[src/rtl/io_tdm_deserializer.sv]
// Single-wire TDM receiver: steers the k-th valid bit of a frame into par_out[k].
// Optional even-parity trailer bit enabled by defining IO_TDM_PARITY_EN.
module io_tdm_deserializer #(
  parameter int unsigned WIDTH = 512,
  parameter int unsigned CNT_W = $clog2(WIDTH + 1)
) (
  input  logic             i_clk,
  input  logic             i_rst,
  input  logic             i_ser_in,
  input  logic             i_ser_valid,
  input  logic             i_ser_sof,
  output logic [WIDTH-1:0] o_par_out,
  output logic             o_par_valid,
  output logic             o_frame_err,
  output logic             o_busy,
  output logic [CNT_W-1:0] o_bit_cnt
);

  localparam int unsigned IDX_W = (WIDTH > 1) ? $clog2(WIDTH) : 1;
`ifdef IO_TDM_PARITY_EN
  localparam int unsigned LAST_IDX = WIDTH;
`else
  localparam int unsigned LAST_IDX = WIDTH - 1;
`endif
  localparam logic [CNT_W-1:0] LAST = CNT_W'(LAST_IDX);

  localparam logic [0:0] S_IDLE  = 1'b0;
  localparam logic [0:0] S_SHIFT = 1'b1;

  logic [0:0]       r_state;
  logic [CNT_W-1:0] r_bit_cnt;
  logic [WIDTH-1:0] r_shadow;
  logic [WIDTH-1:0] r_par_out;
  logic             r_par_valid;
  logic             r_frame_err;
  logic             r_busy;

  logic [0:0]       w_state_nxt;
  logic [CNT_W-1:0] w_bit_cnt_nxt;
  logic [WIDTH-1:0] w_shadow_nxt;
  logic [WIDTH-1:0] w_par_out_nxt;
  logic             w_par_valid_nxt;
  logic             w_frame_err_nxt;

  // State and datapath registers
  always_ff @(posedge i_clk or posedge i_rst) begin
    if (i_rst) begin
      r_state     <= S_IDLE;
      r_bit_cnt   <= '0;
      r_shadow    <= '0;
      r_par_out   <= '0;
      r_par_valid <= 1'b0;
      r_frame_err <= 1'b0;
      r_busy      <= 1'b0;
    end else begin
      r_state     <= w_state_nxt;
      r_bit_cnt   <= w_bit_cnt_nxt;
      r_shadow    <= w_shadow_nxt;
      r_par_out   <= w_par_out_nxt;
      r_par_valid <= w_par_valid_nxt;
      r_frame_err <= w_frame_err_nxt;
      r_busy      <= (w_state_nxt == S_SHIFT);
    end
  end

  // Next-state and datapath decode; nothing moves while ser_valid is low
  always_comb begin
    w_state_nxt     = r_state;
    w_bit_cnt_nxt   = r_bit_cnt;
    w_shadow_nxt    = r_shadow;
    w_par_out_nxt   = r_par_out;
    w_par_valid_nxt = 1'b0;
    w_frame_err_nxt = 1'b0;
    if (i_ser_valid) begin
      case (r_state)
        S_IDLE: begin
          if (i_ser_sof) begin
            w_shadow_nxt[0] = i_ser_in;
            w_bit_cnt_nxt   = CNT_W'(1);
            w_state_nxt     = S_SHIFT;
          end
        end
        S_SHIFT: begin
          if (i_ser_sof) begin
            // A new sof aborts the partial frame and restarts at index 0
            w_frame_err_nxt = 1'b1;
            w_shadow_nxt[0] = i_ser_in;
            w_bit_cnt_nxt   = CNT_W'(1);
          end else if (r_bit_cnt == LAST) begin
`ifdef IO_TDM_PARITY_EN
            if ((^r_shadow) ^ i_ser_in) begin
              w_frame_err_nxt = 1'b1;
            end else begin
              w_par_out_nxt   = r_shadow;
              w_par_valid_nxt = 1'b1;
            end
`else
            w_shadow_nxt[IDX_W'(r_bit_cnt)] = i_ser_in;
            w_par_out_nxt   = w_shadow_nxt;
            w_par_valid_nxt = 1'b1;
`endif
            w_bit_cnt_nxt = '0;
            w_state_nxt   = S_IDLE;
          end else begin
            w_shadow_nxt[IDX_W'(r_bit_cnt)] = i_ser_in;
            w_bit_cnt_nxt = r_bit_cnt + CNT_W'(1);
          end
        end
        default: begin
          w_state_nxt   = S_IDLE;
          w_bit_cnt_nxt = '0;
        end
      endcase
    end
  end

  assign o_par_out   = r_par_out;
  assign o_par_valid = r_par_valid;
  assign o_frame_err = r_frame_err;
  assign o_busy      = r_busy;
  assign o_bit_cnt   = r_bit_cnt;

endmodule

[config.mk]
export PLATFORM = sky130hd
export DESIGN_NAME = io_tdm_deserializer
export DESIGN_NICKNAME = d
export VERILOG_FILES = /design/src/rtl/io_tdm_deserializer.sv
export SDC_FILE = /design/constraint.sdc
export NUM_CORES = 2
export LEC_CHECK = 0
export BUFFER_PORTS_ARGS = -buffer_cell sky130_fd_sc_hd__buf_2
export CORE_MARGIN = 3
export CORE_UTILIZATION = 55
export CTS_BUF_LIST = sky130_fd_sc_hd__clkbuf_8 sky130_fd_sc_hd__clkbuf_16
export CTS_CLUSTER_SIZE = 25
export DETAILED_ROUTE_END_ITERATION = 8
export PLACE_DENSITY = 0.72
export SLEW_MARGIN = 30
export SYNTH_ARGS = -nofsm -noshare
export SYNTH_HDL_FRONTEND = slang
export SYNTH_SLANG_ARGS = --single-unit
[constraint.sdc]
create_clock -name i_clk -period 96.4 [get_ports i_clk]
set_input_delay 9.64 -clock i_clk [delete_from_list [all_inputs] [get_ports i_clk]]
set_output_delay 9.64 -clock i_clk [all_outputs]
set_load 0.01 [all_outputs]
==> flow_metrics.env <==
export IMPL_status="completed"
export IMPL_port_buffers=529
export IMPL_fmax_ghz=0.0763
export IMPL_hp_class="flop to flop"
export IMPL_areaGrowthSynthToFinish_pct=13.7
export IMPL_fin_setup_tns_ns=0
export IMPL_sequentialPowerShare=0.472
export IMPL_synth_top_area_frac=0.527
export IMPL_grt_pass1_wl_um=274000
export IMPL_postCtsSetupBuffers=0
export IMPL_clkSinkCount=1036
export IMPL_clock_latency_ns=0.68
export IMPL_synth_main_ff_cell="dfrtp_1"
export IMPL_async_flop_share=1.00
export IMPL_pin_count=530
export IMPL_ys_types=55
export IMPL_p_clk_frac=0.446
export IMPL_syn_nets=5308
export IMPL_p_leak_uw=0.0264
export IMPL_synth_edff_count=0
export IMPL_rsz0062_at_grt="false"
export IMPL_post_drt_wl_per_cell_um=27.6
export IMPL_ant_nets=0
export IMPL_skew_ns=0.0240
export IMPL_arrival_ns=13.83
export IMPL_dr_pass1_iters=8
export IMPL_nNetsFinal=5520
export IMPL_final_cell_mix="dfrtp_1, nand2_1, o21ai_0"
export IMPL_drc=0
export IMPL_whs_path_depth=2
export IMPL_drt_met1_wl_um=69000
export IMPL_rows=109
export IMPL_die_h_um=305
export IMPL_die_area_um2=93100
export IMPL_globalRouteOverflowTotal=0
export IMPL_vias_per_cell=6.40
export IMPL_final_hold_viol_count=0
export IMPL_fin_crit_sh=0.136
export IMPL_synthTopCellsByArea="dfrtp_1, mux2i_1, o21ai_0"
export IMPL_wl_met2_um=80400
export IMPL_r2r_end="o_par_out[511]"
export IMPL_p_switching_uw=245
export IMPL_fin_crit_ns=13.10
export IMPL_cts_tree="done"
export IMPL_synth_top_cell_by_area="dfrtp_1"
export IMPL_yosysSeqAreaShare=0.527
export IMPL_wl_met3_um=24300
export IMPL_synth_cells=5299
export IMPL_max_cap_viol_count=0
export IMPL_fin_cells=6760
export IMPL_clk_path_buf_depth=3
export IMPL_drive_gt1_frac=0.184
export IMPL_r2r_start="o_bit_cnt[3]"
export IMPL_vias=43200
export IMPL_swShare=0.263
export IMPL_start_kind="input port"
export IMPL_end_kind="asynchronous set/reset pin"
export IMPL_fillers=7350
export IMPL_hold_end="o_par_out[179]"
export IMPL_die_w_um=305
export IMPL_relSlewSlack=0.284
export IMPL_root_buffer="clkbuf_16"
export IMPL_initial_core_util=0.556
export IMPL_post_dp_hpwl_um=118000
export IMPL_yosysWarnings=0
export IMPL_crit_path_max_fanout=104
export IMPL_netlist_area_um2=49200
export IMPL_grt_pass1_vias=41300
export IMPL_holdBufCountCts=0
export IMPL_antenna_found_initial=9
export IMPL_required_ns=97.14
export IMPL_dp_cells=6562
export IMPL_synth_seq_cells=1036
export IMPL_ir_worst_vdd_mv=0.0153
export IMPL_path_class="input port to asynchronous set/reset pin"
export IMPL_r2r_slack_ns=92.42
export IMPL_slew_violations=0
export IMPL_drt_iter0_markers=6265
export IMPL_reg2regPathDepth=7
export IMPL_cts_htree_levels=3
export IMPL_syn_area_per_cell_um2=9.29
export IMPL_power_density_nw_per_um2=16.6
export IMPL_post_cts_resized=0
export IMPL_worst_slew_pin_slew_ns=1.07
export IMPL_p_comb_frac=0.083
export IMPL_hold_start="o_par_out[179]"
export IMPL_track_usage=0.392
export IMPL_internal_power_uw=686
export IMPL_grt_max_degree=261
export IMPL_cts_inserted_buffers=107
export IMPL_regArea_um2=25900
export IMPL_wl_um=186000
export IMPL_gp_congestion=0.911
export IMPL_final_common_cell="dfrtp_1"
export IMPL_top_layer="met5"
export IMPL_fp_coreArea_um2=88500
export IMPL_clk_pin_slew_ns=0.06
export IMPL_setup_violations=0
export IMPL_multiInputGateArea_um2=21300
[registers in the layout, indices dropped and copies added, names as in the netlist]
signal	count
o_par_out	512
r_shadow	511
o_bit_cnt	10
o_busy	1
o_frame_err	1
o_par_valid	1
[stage by stage]
| stage | utilization | power [uW] | cell area (um2) | hold WS (ns) | setup WS, ns |
|---|---|---|---|---|---|
| after global routing | 0.632 | 951 | 55900 | 0.489 | 82.74 |
| after global placement | 0.588 | 518 | 52000 | 0.456 | 81.74 |
| final | 0.632 | 931 | 55900 | 0.473 | 83.30 |
| after detailed placement | 0.591 | 520 | 52300 | 0.465 | 81.71 |
| after CTS | 0.630 | 928 | 55800 | 0.478 | 82.40 |
| after floorplan | - | 487 | 49200 | 0.458 | 57.60 |
[cell type report]
class / instances / share of cell area
flip-flops and latches: 1036 / 0.464
multi-input cells: 3722 / 0.380
repair buffers: 636 / 0.0671
clock buffers: 138 / 0.0563
well taps: 1165 / 0.0261
clock inverters: 50 / 0.00577
inverters: 8 / 0.000671
diodes: 5 / 0.000224
[how the worst max path moves through the flow]
stage | start | end | depth (start not counted)
detailed placement | i_rst | r_shadow[447] | 7
CTS | i_rst | r_shadow[409] | 7
floorplan | i_rst | o_bit_cnt[0] | 1
global route | i_rst | r_shadow[391] | 7
global placement | i_rst | o_par_out[374] | 7
finish | i_rst | r_shadow[495] | 7
[kinds of logic after synthesis]
group / synth area share
XOR/XNOR: 0.000712
AO/OA/AOI/OAI: 0.0918
flip-flops: 0.527
AND/OR/NAND/NOR: 0.197
adder cells (fa/ha/maj): 0.00102
multiplexers: 0.136
buffers and inverters: 0.0475
[synth_stat cells (34+ instances only)]
cell type / count
dfrtp_1: 1036
buf_2: 126
mux2_2: 141
nand2_1: 957
nor3_1: 263
nor2_1: 350
nand3_1: 440
mux2i_1: 508
o21ai_0: 765
clkbuf_1: 355
o21ai_1: 127
nand4b_1: 34
[power groups by stage]
stage	Combinational [uW]	Sequential, uW	Clock (uW)
4_1_cts	73.3	439	415
6_report	76.9	439	415
3_3_place_gp	71.4	447	0
3_5_place_dp	73.1	447	0
5_1_grt	78.5	439	434
2_1_floorplan	39.8	447	0
[routing by layer]
metal | GRT usage | up-vias
met5 | 0.000506 | -
met4 | 0.235 | 10
met3 | 0.121 | 680
met2 | 0.566 | 3057
met1 | 0.522 | 21000
li1 | - | 18500
[critical path, cell delays in order]
cell   delay [ns]
buf_2        0.13
inv_8        0.47
buf_4        0.79
buf_6        0.63
buf_4        0.62
buf_6        0.58
buf_6        0.63
(Power assumes the default switching activity.)
